File: src/rtl/vga_timing_if.sv
// Raster timing bundle driven by vga_timing_gen toward the pixel pipeline and video output stage.
// Carries frame_cnt/in_vblank only when VGA_TIMING_GEN_FRAME_CNT_EN is defined.
interface vga_timing_if #(
    parameter int CW = 11
);
    logic          hsync;
    logic          vsync;
    logic          de;
    logic [CW-1:0] x;
    logic [CW-1:0] y;
    logic          line_end;
    logic          frame_start;
`ifdef VGA_TIMING_GEN_FRAME_CNT_EN
    logic [15:0]   frame_cnt;
    logic          in_vblank;
`endif

    modport master (
        output hsync, vsync, de, x, y, line_end, frame_start
`ifdef VGA_TIMING_GEN_FRAME_CNT_EN
        , output frame_cnt, in_vblank
`endif
    );

    modport slave (
        input hsync, vsync, de, x, y, line_end, frame_start
`ifdef VGA_TIMING_GEN_FRAME_CNT_EN
        , input frame_cnt, in_vblank
`endif
    );
endinterface

File: src/rtl/vga_timing_gen.sv
// Horizontal + vertical raster timing generator built from two chained 4-phase FSMs.
// Optional frame counter and vblank flag enabled by defining VGA_TIMING_GEN_FRAME_CNT_EN.
module vga_timing_gen #(
    parameter int H_SYNC = 80,
    parameter int H_BP   = 160,
    parameter int H_ACT  = 800,
    parameter int H_FP   = 16,
    parameter int V_SYNC = 3,
    parameter int V_BP   = 21,
    parameter int V_ACT  = 600,
    parameter int V_FP   = 1,
    parameter bit HS_POL = 1'b0,
    parameter bit VS_POL = 1'b0,
    parameter int CW     = 11
) (
    input  logic           sys_clk,
    input  logic           reset,
    input  logic           ce,
    vga_timing_if.master   vid
);

    typedef enum logic [1:0] {
        SYNC = 2'b00,
        BP   = 2'b01,
        ACT  = 2'b10,
        FP   = 2'b11
    } phase_e;

    if (H_SYNC < 1 || H_SYNC >= (1 << CW) || H_BP < 1 || H_BP >= (1 << CW) ||
        H_ACT  < 1 || H_ACT  >= (1 << CW) || H_FP < 1 || H_FP >= (1 << CW) ||
        V_SYNC < 1 || V_SYNC >= (1 << CW) || V_BP < 1 || V_BP >= (1 << CW) ||
        V_ACT  < 1 || V_ACT  >= (1 << CW) || V_FP < 1 || V_FP >= (1 << CW)) begin : g_param_check
        $error("vga_timing_gen: every length must be >= 1 and fit in CW=%0d bits", CW);
    end

    function automatic logic [CW-1:0] h_last(input phase_e s);
        case (s)
            SYNC:    return CW'(H_SYNC - 1);
            BP:      return CW'(H_BP - 1);
            ACT:     return CW'(H_ACT - 1);
            default: return CW'(H_FP - 1);
        endcase
    endfunction

    function automatic logic [CW-1:0] v_last(input phase_e s);
        case (s)
            SYNC:    return CW'(V_SYNC - 1);
            BP:      return CW'(V_BP - 1);
            ACT:     return CW'(V_ACT - 1);
            default: return CW'(V_FP - 1);
        endcase
    endfunction

    function automatic phase_e next_phase(input phase_e s);
        case (s)
            SYNC:    return BP;
            BP:      return ACT;
            ACT:     return FP;
            default: return SYNC;
        endcase
    endfunction

    phase_e        h_state_q, h_state_d;
    phase_e        v_state_q, v_state_d;
    logic [CW-1:0] hcnt_q, hcnt_d;
    logic [CW-1:0] vcnt_q, vcnt_d;
    logic          hsync_q, hsync_d;
    logic          vsync_q, vsync_d;
    logic          de_q, de_d;
    logic [CW-1:0] x_q, x_d;
    logic [CW-1:0] y_q, y_d;
    logic          line_end_q, line_end_d;
    logic          frame_start_q, frame_start_d;
    logic          h_wrap, v_wrap, line_last;
`ifdef VGA_TIMING_GEN_FRAME_CNT_EN
    logic [15:0]   frame_cnt_q, frame_cnt_d;
    logic          in_vblank_q, in_vblank_d;
`endif

    always_comb begin
        h_state_d = h_state_q;
        v_state_d = v_state_q;
        hcnt_d    = hcnt_q;
        vcnt_d    = vcnt_q;
        h_wrap    = (hcnt_q == h_last(h_state_q));
        v_wrap    = (vcnt_q == v_last(v_state_q));
        line_last = (h_state_q == FP) && h_wrap;

        if (ce) begin
            if (h_wrap) begin
                hcnt_d    = '0;
                h_state_d = next_phase(h_state_q);
            end else begin
                hcnt_d = hcnt_q + 1'b1;
            end
            // The vertical axis only moves when the last pixel of a line is consumed.
            if (line_last) begin
                if (v_wrap) begin
                    vcnt_d    = '0;
                    v_state_d = next_phase(v_state_q);
                end else begin
                    vcnt_d = vcnt_q + 1'b1;
                end
            end
        end

        // Levels describe the state being entered; pulses describe the pixel being consumed.
        hsync_d       = (h_state_d == SYNC) ? HS_POL : ~HS_POL;
        vsync_d       = (v_state_d == SYNC) ? VS_POL : ~VS_POL;
        de_d          = (h_state_d == ACT) && (v_state_d == ACT);
        x_d           = (h_state_d == ACT) ? hcnt_d : '0;
        y_d           = (v_state_d == ACT) ? vcnt_d : '0;
        line_end_d    = ce && line_last;
        frame_start_d = ce && (h_state_q == SYNC) && (hcnt_q == '0) &&
                        (v_state_q == SYNC) && (vcnt_q == '0);
`ifdef VGA_TIMING_GEN_FRAME_CNT_EN
        frame_cnt_d   = frame_start_d ? frame_cnt_q + 16'd1 : frame_cnt_q;
        in_vblank_d   = (v_state_d != ACT);
`endif
    end

    always_ff @(posedge sys_clk) begin
        if (!reset) begin
            h_state_q     <= SYNC;
            v_state_q     <= SYNC;
            hcnt_q        <= '0;
            vcnt_q        <= '0;
            hsync_q       <= HS_POL;
            vsync_q       <= VS_POL;
            de_q          <= 1'b0;
            x_q           <= '0;
            y_q           <= '0;
            line_end_q    <= 1'b0;
            frame_start_q <= 1'b0;
`ifdef VGA_TIMING_GEN_FRAME_CNT_EN
            frame_cnt_q   <= 16'd0;
            in_vblank_q   <= 1'b1;
`endif
        end else begin
            h_state_q     <= h_state_d;
            v_state_q     <= v_state_d;
            hcnt_q        <= hcnt_d;
            vcnt_q        <= vcnt_d;
            hsync_q       <= hsync_d;
            vsync_q       <= vsync_d;
            de_q          <= de_d;
            x_q           <= x_d;
            y_q           <= y_d;
            line_end_q    <= line_end_d;
            frame_start_q <= frame_start_d;
`ifdef VGA_TIMING_GEN_FRAME_CNT_EN
            frame_cnt_q   <= frame_cnt_d;
            in_vblank_q   <= in_vblank_d;
`endif
        end
    end

    assign vid.hsync       = hsync_q;
    assign vid.vsync       = vsync_q;
    assign vid.de          = de_q;
    assign vid.x           = x_q;
    assign vid.y           = y_q;
    assign vid.line_end    = line_end_q;
    assign vid.frame_start = frame_start_q;
`ifdef VGA_TIMING_GEN_FRAME_CNT_EN
    assign vid.frame_cnt   = frame_cnt_q;
    assign vid.in_vblank   = in_vblank_q;
`endif

endmodule
File: src/flat_wrapper.sv
// flat-port wrapper written by rule: the top's interface ports become plain ports
module vga_timing_gen_flat 
#(
    parameter int H_SYNC = 80,
    parameter int H_BP   = 160,
    parameter int H_ACT  = 800,
    parameter int H_FP   = 16,
    parameter int V_SYNC = 3,
    parameter int V_BP   = 21,
    parameter int V_ACT  = 600,
    parameter int V_FP   = 1,
    parameter bit HS_POL = 1'b0,
    parameter bit VS_POL = 1'b0,
    parameter int CW     = 11
)
  (sys_clk, reset, ce, vid_hsync, vid_vsync, vid_de, vid_x, vid_y, vid_line_end, vid_frame_start);
  vga_timing_if #(.CW(CW)) vid_i ();
  input  logic sys_clk;
  input  logic reset;
  input  logic ce;
  output wire logic [$bits(vid_i.hsync)-1:0] vid_hsync;
  output wire logic [$bits(vid_i.vsync)-1:0] vid_vsync;
  output wire logic [$bits(vid_i.de)-1:0] vid_de;
  output wire logic [$bits(vid_i.x)-1:0] vid_x;
  output wire logic [$bits(vid_i.y)-1:0] vid_y;
  output wire logic [$bits(vid_i.line_end)-1:0] vid_line_end;
  output wire logic [$bits(vid_i.frame_start)-1:0] vid_frame_start;
  assign vid_hsync = vid_i.hsync;
  assign vid_vsync = vid_i.vsync;
  assign vid_de = vid_i.de;
  assign vid_x = vid_i.x;
  assign vid_y = vid_i.y;
  assign vid_line_end = vid_i.line_end;
  assign vid_frame_start = vid_i.frame_start;
  vga_timing_gen #(.H_SYNC(H_SYNC), .H_BP(H_BP), .H_ACT(H_ACT), .H_FP(H_FP), .V_SYNC(V_SYNC), .V_BP(V_BP), .V_ACT(V_ACT), .V_FP(V_FP), .HS_POL(HS_POL), .VS_POL(VS_POL), .CW(CW)) u_core (.sys_clk(sys_clk), .reset(reset), .ce(ce), .vid(vid_i));
endmodule
File: config.mk
export PLATFORM = sky130hd
export DESIGN_NAME = vga_timing_gen_flat
export DESIGN_NICKNAME = d
export VERILOG_FILES = /design/src/rtl/vga_timing_if.sv /design/src/rtl/vga_timing_gen.sv /design/src/flat_wrapper.sv
export SDC_FILE = /design/constraint.sdc
export NUM_CORES = 1
export LEC_CHECK = 0
export CAP_MARGIN = 30
export CORE_MARGIN = 4
export CORE_UTILIZATION = 45
export CTS_BUF_LIST = sky130_fd_sc_hd__clkbuf_2
export DETAILED_ROUTE_END_ITERATION = 16
export PLACE_DENSITY = 0.67
export SLEW_MARGIN = 30
export SYNTH_ARGS = -nofsm -noshare
export SYNTH_HDL_FRONTEND = slang
export SYNTH_SLANG_ARGS = --single-unit
File: constraint.sdc
create_clock -name sys_clk -period 3.55 [get_ports sys_clk]
set_input_delay 0.71 -clock sys_clk [delete_from_list [all_inputs] [get_ports sys_clk]]
set_output_delay 0.71 -clock sys_clk [all_outputs]
set_load 0.01 [all_outputs]
==> run summary, run 1 <==
Result of the run: finished clean
Per-cell via count in the routed design: 5.27
Setup repair after global routing missed its margin: false
Die span in y: 80.5 um
Net count after synthesis: 283
Max-slew headroom at the worst pin: 0.612
Pre-CTS setup slack: 0.480 ns
Antenna violations before repair: 0
Clock sink count: 53
GR Util All Layers: 0.172
Share of flip-flops with an asynchronous set or reset: 0
Total congestion overflow after global routing: 0
Arrival time worst endpoint: 3.13 ns
Initial core utilization: 0.463
Port Buffers: 29
Die X-Extent: 80.5 um
Post-synthesis mux area share: 0.0264
Residual DRC: 0
Number of maximum-capacitance violations: 0
TritonCTS clock tree: done
Clock slew seen by the registers of the worst setup and hold paths: 0.24 ns
Total half-perimeter wirelength after legalization and detailed placement: 3690 um
Count of nets after finishing: 311
Global-route wire length before repair: 8720 um
Setup repair bufs after CTS: 0
Critical path class: flop to flop
Synth Area in Compound Gates: 0.0968
Detailed Routing Iterations Pass 1: 5
Final worst path period share: 0.775
Post-detailed-route wirelength per cell: 13.4 um
Largest family of logic cells by synthesized area: simple AND/OR/NAND/NOR gates
Kind of capture point of the worst setup path: flop
Detailed router's first-iteration violation count: 128
Number of hold buffers added after cts: 0
Largest fanout on the critical path: 8
Top-Level Pins: 30
Final Max Tran Viols: 0
Pin count of the biggest net entering global routing: 20
Fraction of layout instances using a drive strength above 1: 0.0870
Number of enable-type register cells in the synthesized netlist: 0
Count of cells resized by post-cts repair: 0
Worst-Skew Late Latency: 0.44 ns
Number of hold violations in the final report: 0
Leakage power total: 0.980 nW
Number of synthesized register bits: 53
Min setup slack post-route: 0.797 ns
Synth Flop Type: dfxtp_1
Max Root-Sink Buffers: 2
Syn_area_per_cell: 8.76 um^2
Mapped Cells: 270
Cell area after synthesis: 2370 um^2
Highest achievable clock rate: 363 MHz
Cell area power density: 340 nW/um^2
Non-Filler Cell Area, Final: 2790 um^2
Peak ir drop on the vdd network: 0.172 mV
Setup-violating endpoint count in the final report: 0
Core Rows: 26
Post-place instance area: 2730 um^2
Hold/Removal Path Class: flop to flop
Placer's final routability congestion estimate: 0.890
Cells on Worst Hold Path: 2
Diode insertion count for antenna repair: 0
Distinct cell type count after synthesis: 53
Area of the die: 6480 um^2
Remaining antenna violation count after routing: 0
Detailed-route wire length: 4930 um
Fin Clk Skew: 0.0104 ns
Number of global-route vias before repair: 1945
Cell chosen for the clock root: clkbuf_2
Number of warnings reported in the yosys synthesis log: 0
Xor/xnor share of the synthesized area: 0.0555
Setup TNS: 0 ns
Number of vias in the routed layout: 1943
Final critical-path required period: 2.75 ns
Least-Margin Pin Slew: 0.577 ns
Layout-stage area growth over the synthesis result: 18.1%
Area fraction in and, or, nand and nor cells after synthesis: 0.278
Endpoint required time on the critical path: 3.93 ns
Number of clock buffers inserted by TritonCTS: 5
Logic depth of the worst register-to-register path: 7
Number of levels in the clock H-tree: 2
Core area: 5110 um^2
Adder-cell area share of the yosys netlist: 0.0529
Sequential fraction of the synthesis area: 0.448
Startpoint types: flop
Yosys cell counts, types with 4 or more instances:
library cell,count,share of area
mux2i_1,4,0.017
a21oi_1,12,0.025
dfxtp_1,53,0.45
ha_1,10,0.053
nand3_1,10,0.021
nand4_1,12,0.032
nor2_1,50,0.079
nand2_1,17,0.027
clkbuf_1,12,0.019
inv_1,9,0.014
xnor2_1,13,0.048
nor3_1,13,0.027
area by class of cell:
type,count,area (um^2)
multi-input combinational,193,1210
clock inverter,3,41.3
sequential,53,1060
clock buffer,5,25.0
timing repair buffer,35,335
fill,496,2310
inverter,10,37.5
tap,70,87.6
routing by layer:
| layer | routed length (um) | track usage |
|---|---|---|
| met5 | 0 | 0 |
| met4 | 85 | 0.0591 |
| met3 | 178 | 0.0381 |
| met2 | 2350 | 0.287 |
| met1 | 2320 | 0.216 |
path summary, 6_finish.rpt:
| path | slack [ns] | endpoint | from |
|---|---|---|---|
| max | 0.80 | u_core.vid.y[2] | u_core.h_state_q[0] |
| max reg2reg | 0.80 | u_core.vid.y[2] | u_core.h_state_q[0] |
| min reg2reg | 0.52 | u_core.v_state_q[0] | u_core.v_state_q[0] |
| min | 0.52 | u_core.v_state_q[0] | u_core.v_state_q[0] |
power by group:
| part | switching, mW | total [mW] | internal [mW] |
|---|---|---|---|
| Combinational | 0.0226 | 0.0398 | 0.0171 |
| Clock | 0.184 | 0.300 | 0.116 |
| Sequential | 0.00787 | 0.610 | 0.602 |
| Total | 0.214 | 0.950 | 0.735 |
per-stage QoR:
step | power (mW) | utilization | hold WS [ns] | cells
floorplan | 0.646 | - | 0.457 | 270
global placement | 0.659 | 0.534 | 0.488 | 361
detailed placement | 0.661 | 0.534 | 0.499 | 361
CTS | 0.962 | 0.547 | 0.525 | 369
global route | 0.998 | 0.547 | 0.573 | 369
finish | 0.950 | 0.547 | 0.521 | 369
flip-flops by register name, summed over array words and instances, names as in the netlist:
register and cells:
u_core.hcnt_q 11, u_core.vcnt_q 11, u_core.vid.x 11, u_core.vid.y 11
u_core.h_state_q 2, u_core.v_state_q 2, u_core.vid.de 1, u_core.vid.frame_start 1
u_core.vid.hsync 1, u_core.vid.line_end 1, u_core.vid.vsync 1
cells by family (layout without fill, tap and decap cells):
logic type	count (synthesis)	count (layout)
compound gates	32	32
xor+xnor	15	15
fa+ha+maj	10	10
buf+inv	24	53
flops	53	53
mux	6	6
simple gates	130	130
critical path, cell delays in order (launching register included):
cell and delay, ns:
dfxtp_1 0.43, inv_1 0.11, ha_1 0.24, or3_4 0.40
and2_4 0.19, or4_1 0.55, or4b_4 0.57, a211oi_2 0.21
placed cells by master, fill, tap and decap left out, types with 3 or more instances in the layout:
master           netlist  final
nand4_1               12     12
clkdlybuf4s50_1        0     29
dfxtp_1               53     53
nand2_1               17     17
or4_1                  3      3
xnor2_1               13     13
nor2_1                50     50
buf_4                  0      6
or3_1                  3      3
mux2i_1                4      4
a21oi_1               12     12
ha_1                  10     10
nand3_1               10     10
nor3_1                13     13
inv_1                  9      9
clkbuf_2               0      5
(Power assumes the default switching activity.)
==> inputs of run 2 (changes only) <==
- PLACE_DENSITY: 0.67 -> 0.7
- clock period: 3.55 -> 2.2 ns (I/O delays scaled with it)
==> run 2 against run 1 <==
The flow now finishes with violations (setup timing); first-iteration DRC count shrank 18%; clock-buffer cell count is the same; critical path type unchanged; largest cell class unchanged; largest power group unchanged; flip-flop and latch count unchanged; combinational power up 140%; clock power is 57% higher.
==> run summary, run 2 (synthesis gave the netlist of run 1 again) <==
Final Non-Filler Cells: 409 (+11%)
Uppermost layer routed: met4
Crit Reg-Reg Startpoint: u_core.h_state_q[1]
Terminus of the critical flop-to-flop path: u_core.vid.y[2]
Launch point of the worst hold path: u_core.vcnt_q[10]
Number of inserted filler cells in the final layout: 413 (-17%)
Logic depth of the worst register-to-register path: 7 (unchanged)
Top-Level Pins: 30 (unchanged)
Total congestion overflow after global routing: 0 (unchanged)
Cell with the biggest individual delay on the critical path: or4b_4
Initial core utilization: 0.463 (unchanged)
Fraction of layout instances using a drive strength above 1: 0.316 (+0.229)
Leakage power total: 1.25 nW (+27%)
Worst-Skew Late Latency: 0.42 ns (-0.02 ns)
Startpoint types: flop
Routed length on met3: 260 um (+46%)
Post-detailed-route wirelength per cell: 14.3 um (+7.2%)
Max Root-Sink Buffers: 2 (unchanged)
Stage delay of the slowest cell on the critical path: 0.50 ns (-0.07 ns)
Placer's final routability congestion estimate: 0.834 (-6.4%)
Number of vias in the routed layout: 2147 (+10%)
Max-slew headroom at the worst pin: 0.752 (+0.140)
Number of hold violations in the final report: 0 (unchanged)
Placed Instances: 398 (+10%)
Detailed router's first-iteration violation count: 105 (-18%)
Final critical-path required period: 2.30 ns (-0.450 ns)
Setup-violating endpoint count in the final report: 3 (+3)
Number of clock buffers inserted by TritonCTS: 5 (unchanged)
Largest fanout on the critical path: 3 (-5)
Met1 wire length: 2710 um (+17%)
Total half-perimeter wirelength after legalization and detailed placement: 4330 um (+17%)
Peak ir drop on the vdd network: 0.248 mV (+44%)
TritonCTS clock tree: done
Cell-by-cell listing of the critical path: buf_6, ha_4, or3_4, and2_4, or4_4, or4b_4, a211oi_2
Diode insertion count for antenna repair: 0 (unchanged)
Commonest non-fill, non-tap cell in the layout: dfxtp_1
Detailed-route wire length: 5860 um (+19%)
Antenna violations before repair: 0 (unchanged)
Arrival time worst endpoint: 2.66 ns (-0.47 ns)
Least-Margin Pin Slew: 0.367 ns (-0.210 ns)
Violated checks: setup timing
Total power: 1.55 mW (+63%)
Commonest cells after routing, fill and taps aside: 49 x dfxtp_1, 47 x nor2_1, 44 x buf_4
Hold/Removal Path Class: flop to flop
Final worst path period share: 1.05 (+0.271)
Remaining antenna violation count after routing: 0 (unchanged)
Per-cell via count in the routed design: 5.25 (-0.31%)
Setup repair after global routing missed its margin: true
Result of the run: finished, violations left
Setup TNS: -0.213 ns (-0.213 ns)
Die X-Extent: 80.5 um (unchanged)
Pin count of the biggest net entering global routing: 19 (-5.0%)
Critical path class: flop to flop
Highest achievable clock rate: 434 MHz (+20%)
Area of the die: 6480 um^2 (unchanged)
Number of hold buffers added after cts: 0 (unchanged)
Min setup slack post-route: -0.103 ns (-0.900 ns)
Clock sink count: 53 (unchanged)
GR Util All Layers: 0.192 (+0.0203)
Residual DRC: 0 (unchanged)
Number of global-route vias before repair: 2127 (+9.4%)
Kind of capture point of the worst setup path: flop
Number of maximum-capacitance violations: 0 (unchanged)
Core Rows: 26 (unchanged)
Cells on Worst Hold Path: 2 (unchanged)
Cell chosen for the clock root: clkbuf_2
Endpoint required time on the critical path: 2.56 ns (-1.37 ns)
Final Max Tran Viols: 0 (unchanged)
Worst R2R Setup Slack: -0.10 ns (-0.90 ns)
Port Buffers: 29 (unchanged)
Detailed Routing Iterations Pass 1: 4 (-1)
Met2 routed wirelength: 2810 um (+19%)
Number of levels in the clock H-tree: 2 (unchanged)
Cell area power density: 456 nW/um^2 (+34%)
Die span in y: 80.5 um (unchanged)
Layout-stage area growth over the synthesis result: 43.4%
Global-route wire length before repair: 9730 um (+12%)
Fin Clk Skew: 0.0111 ns (+0.000660 ns)
Core area: 5110 um^2 (unchanged)
Worst Hold Endpoint: u_core.vid.y[10]
Clock slew seen by the registers of the worst setup and hold paths: 0.24 ns (about the same)
Count of nets after finishing: 352 (+13%)
-- run 2: cell count changes in the layout (fill, tap and decap cells not counted), sizes merged --
cell,delta
clkinvlp,-1
buf,+41
-- run 2: worst max-delay path by stage --
stage | startpoint | to | slack, ns | cells after the start
global placement | ce | u_core.vid.y[2] | -0.23 | 5
floorplan | u_core.h_state_q[0] | u_core.vid.y[2] | -0.25 | 9
detailed placement | ce | u_core.vid.y[4] | -0.30 | 6
global route | u_core.h_state_q[0] | u_core.vid.y[2] | -0.17 | 7
finish | u_core.h_state_q[1] | u_core.vid.y[2] | -0.10 | 7
CTS | u_core.h_state_q[1] | u_core.vid.y[2] | -0.12 | 7
-- run 2: worst max-delay path, delay by kind of cell (launching register included) --
family | cells | cell delay [ns]
and+or+nand+nor | 4 | 1.41
DFF | 1 | 0.38
AOI/OAI and AO/OA | 1 | 0.18
adders and majority gates | 1 | 0.15
buffers and inverters | 1 | 0.11
-- run 2: per-stage QoR --
step | area (um^2) | hold slack, ns | utilization | setup WS, ns
global placement | 3060 | 0.517 | 0.599 | -0.229
detailed placement | 3060 | 0.535 | 0.599 | -0.298
CTS | 3230 | 0.598 | 0.633 | -0.121
global route | 3390 | 0.628 | 0.664 | -0.167
floorplan | 2430 | 0.457 | - | -0.249
finish | 3390 | 0.588 | 0.664 | -0.103
-- run 2: repair_timing --
item	in CTS	in global routing
endpoints found under the setup margin	21	48
gates cloned	0	0
setup buffers	3	1
pin swaps	6	10
resized for setup	17	31
-- run 2: layout make-up --
type	instances	area [um^2]	area share
clock buffer	5	25.0	0.00738
clock inverter	2	35.0	0.0103
inverter	10	37.5	0.0111
multi-input combinational	193	1490	0.438
sequential	53	1070	0.314
tap	70	87.6	0.0258
timing repair buffer	76	654	0.193
-- run 2: layer usage --
metal	global-route usage	vias to the layer above
met5	0	-
met3	0.0370	9
li1	-	1071
met2	0.321	55
met1	0.251	1012
met4	0.0541	0
-- run 2: power breakdown --
group,switching [mW],internal (mW)
Combinational,0.0534,0.0438
Clock,0.286,0.184
Sequential,0.00857,0.971
==> inputs of run 3 (changes only) <==
- CORE_ASPECT_RATIO: default -> 2
- clock period: 2.2 -> 2.1 ns (I/O delays scaled with it)
==> run 3 against run 2 <==
The run still ends with setup timing left; die area is 1.1% higher; clock power is 12% lower; global-route usage is 3.6 points higher; worst hold slack better by 0.0051 ns; via count is 7.6% higher; final cell count is 2.7% higher; largest power group unchanged; largest cell class unchanged; critical path depth stayed put.
==> run summary, run 3 (synthesis gave the netlist of run 1 again) <==
Detailed router's first-iteration violation count: 89 (-15%)
Core Rows: 37 (+42%)
Layout-stage area growth over the synthesis result: 54.9%
Crit Reg-Reg Startpoint: u_core.h_state_q[0]
Final core occ: 0.713 (+0.0493)
Largest fanout on the critical path: 3 (unchanged)
Number of hold violations in the final report: 0 (unchanged)
Setup-violating endpoint count in the final report: 29 (+26)
Port Buffers: 29 (unchanged)
Min setup slack post-route: -0.237 ns (-0.134 ns)
Number of vias in the routed layout: 2311 (+7.6%)
Critical Path Source: u_core.h_state_q[0]
Total half-perimeter wirelength after legalization and detailed placement: 5260 um (+22%)
Startpoint types: flop
Number of global-route vias before repair: 2406 (+13%)
Fin Clk Skew: 0.0246 ns (+0.0135 ns)
Setup TNS: -3.52 ns (-3.31 ns)
Final Max Tran Viols: 0 (unchanged)
Post-detailed-route wirelength per cell: 17.2 um (+20%)
Clock sink count: 53 (unchanged)
Number of clock buffers inserted by TritonCTS: 5 (unchanged)
Arrival time worst endpoint: 2.77 ns (+0.11 ns)
Final worst path period share: 1.11 (+0.0660)
Cell area power density: 422 nW/um^2 (-7.4%)
Pin count of the biggest net entering global routing: 19 (unchanged)
Number of levels in the clock H-tree: 2 (unchanged)
Result of the run: finished, violations left
Detailed Routing Iterations Pass 1: 6 (+2)
GR Util All Layers: 0.228 (+0.0359)
Die X-Extent: 59.3 um (-26%)
Die span in y: 111 um (+37%)
Routed length on met3: 237 um (-8.8%)
Launch point of the worst hold path: u_core.vcnt_q[10]
Critical path class: flop to flop
TritonCTS clock tree: done
Number of maximum-capacitance violations: 0 (unchanged)
Fraction of layout instances using a drive strength above 1: 0.398 (+0.0822)
Least-Margin Pin Slew: 0.402 ns (+0.0352 ns)
Highest achievable clock rate: 428 MHz (-1.5%)
Count of nets after finishing: 374 (+6.3%)
Setup repair after global routing missed its margin: true
Diode insertion count for antenna repair: 0 (unchanged)
Final critical-path required period: 2.34 ns (+0.0340 ns)
Worst-Skew Late Latency: 0.48 ns (+0.06 ns)
Uppermost layer routed: met4
Met1 wire length: 2380 um (-12%)
Kind of capture point of the worst setup path: flop
Violated checks: setup timing
Per-cell via count in the routed design: 5.50 (+4.8%)
Max-slew headroom at the worst pin: 0.729 (-0.0228)
Antenna violations before repair: 0 (unchanged)
Max Root-Sink Buffers: 2 (unchanged)
Area of the die: 6550 um^2 (+1.1%)
Global-route wire length before repair: 11300 um (+16%)
Met2 routed wirelength: 4260 um (+52%)
Remaining antenna violation count after routing: 0 (unchanged)
Residual DRC: 0 (unchanged)
Hold/Removal Path Class: flop to flop
Initial core utilization: 0.460 (-0.00282)
Commonest non-fill, non-tap cell in the layout: buf_4
Commonest cells after routing, fill and taps aside: 61 x buf_4, 47 x dfxtp_1, 43 x nor2_1
Endpoint required time on the critical path: 2.53 ns (-0.03 ns)
Clock slew seen by the registers of the worst setup and hold paths: 0.27 ns (+0.03 ns)
Total power: 1.55 mW (about the same)
Number of inserted filler cells in the final layout: 399 (-3.4%)
Detailed-route wire length: 7210 um (+23%)
Cell chosen for the clock root: clkbuf_2
Total congestion overflow after global routing: 0 (unchanged)
Core area: 5140 um^2 (+0.61%)
Top-Level Pins: 30 (unchanged)
Leakage power total: 1.41 nW (+13%)
Peak ir drop on the vdd network: 0.516 mV (+110%)
Placer's final routability congestion estimate: 0.940 (+13%)
[run 3: layer usage]
| metal | vias to the layer above | track usage |
|---|---|---|
| met1 | 1112 | 0.201 |
| met2 | 55 | 0.440 |
| met3 | 27 | 0.0398 |
| met5 | - | 0 |
| li1 | 1117 | - |
| met4 | 0 | 0.127 |
[run 3: power breakdown]
group          internal, mW  switching [mW]
sequential             1.02         0.00847
clock                0.0915           0.323
combinational        0.0484          0.0610
[run 3: critical path, stage by stage, from the launching register on]
cell	delay, ns
dfxtp_4	0.42
inv_4	0.05
ha_4	0.15
or3_4	0.35
and2_4	0.16
or4_4	0.48
or4b_4	0.51
a211oi_2	0.18
[run 3: per-stage QoR]
step,instances,area (um^2),worst slack [ns],hold slack (ns)
6_report,420,3670,-0.237,0.593
5_1_grt,420,3670,-0.276,0.621
4_1_cts,417,3540,-0.216,0.599
3_5_place_dp,400,3150,-0.369,0.547
3_3_place_gp,400,3150,-0.358,0.525
2_1_floorplan,270,2430,-0.349,0.453
[run 3: area by class of cell]
type	instances	area, um^2	area share
Clock buffer	7	35.0	0.00956
Clock inverter	1	7.51	0.00205
Inverter	10	42.5	0.0116
Multi-Input combinational cell	193	1590	0.434
Sequential cell	53	1070	0.293
Tap cell	58	72.6	0.0198
Timing Repair Buffer	98	842	0.230
[run 3: what timing repair did]
item | in CTS | in global routing
pin swaps | 21 | 11
gates cloned | 0 | 0
hold buffers | 0 | 0
buffers inserted | 10 | 4
setup endpoints to repair | 43 | 51
resized for setup | 56 | 23
[run 3: worst paths after layout]
check	cells after the start	slack [ns]	end
worst max register to register	7	-0.24	u_core.vid.y[2]
worst min register to register	2	0.59	u_core.vcnt_q[10]
worst max-delay path	7	-0.24	u_core.vid.y[2]
worst min-delay path	2	0.59	u_core.vcnt_q[10]
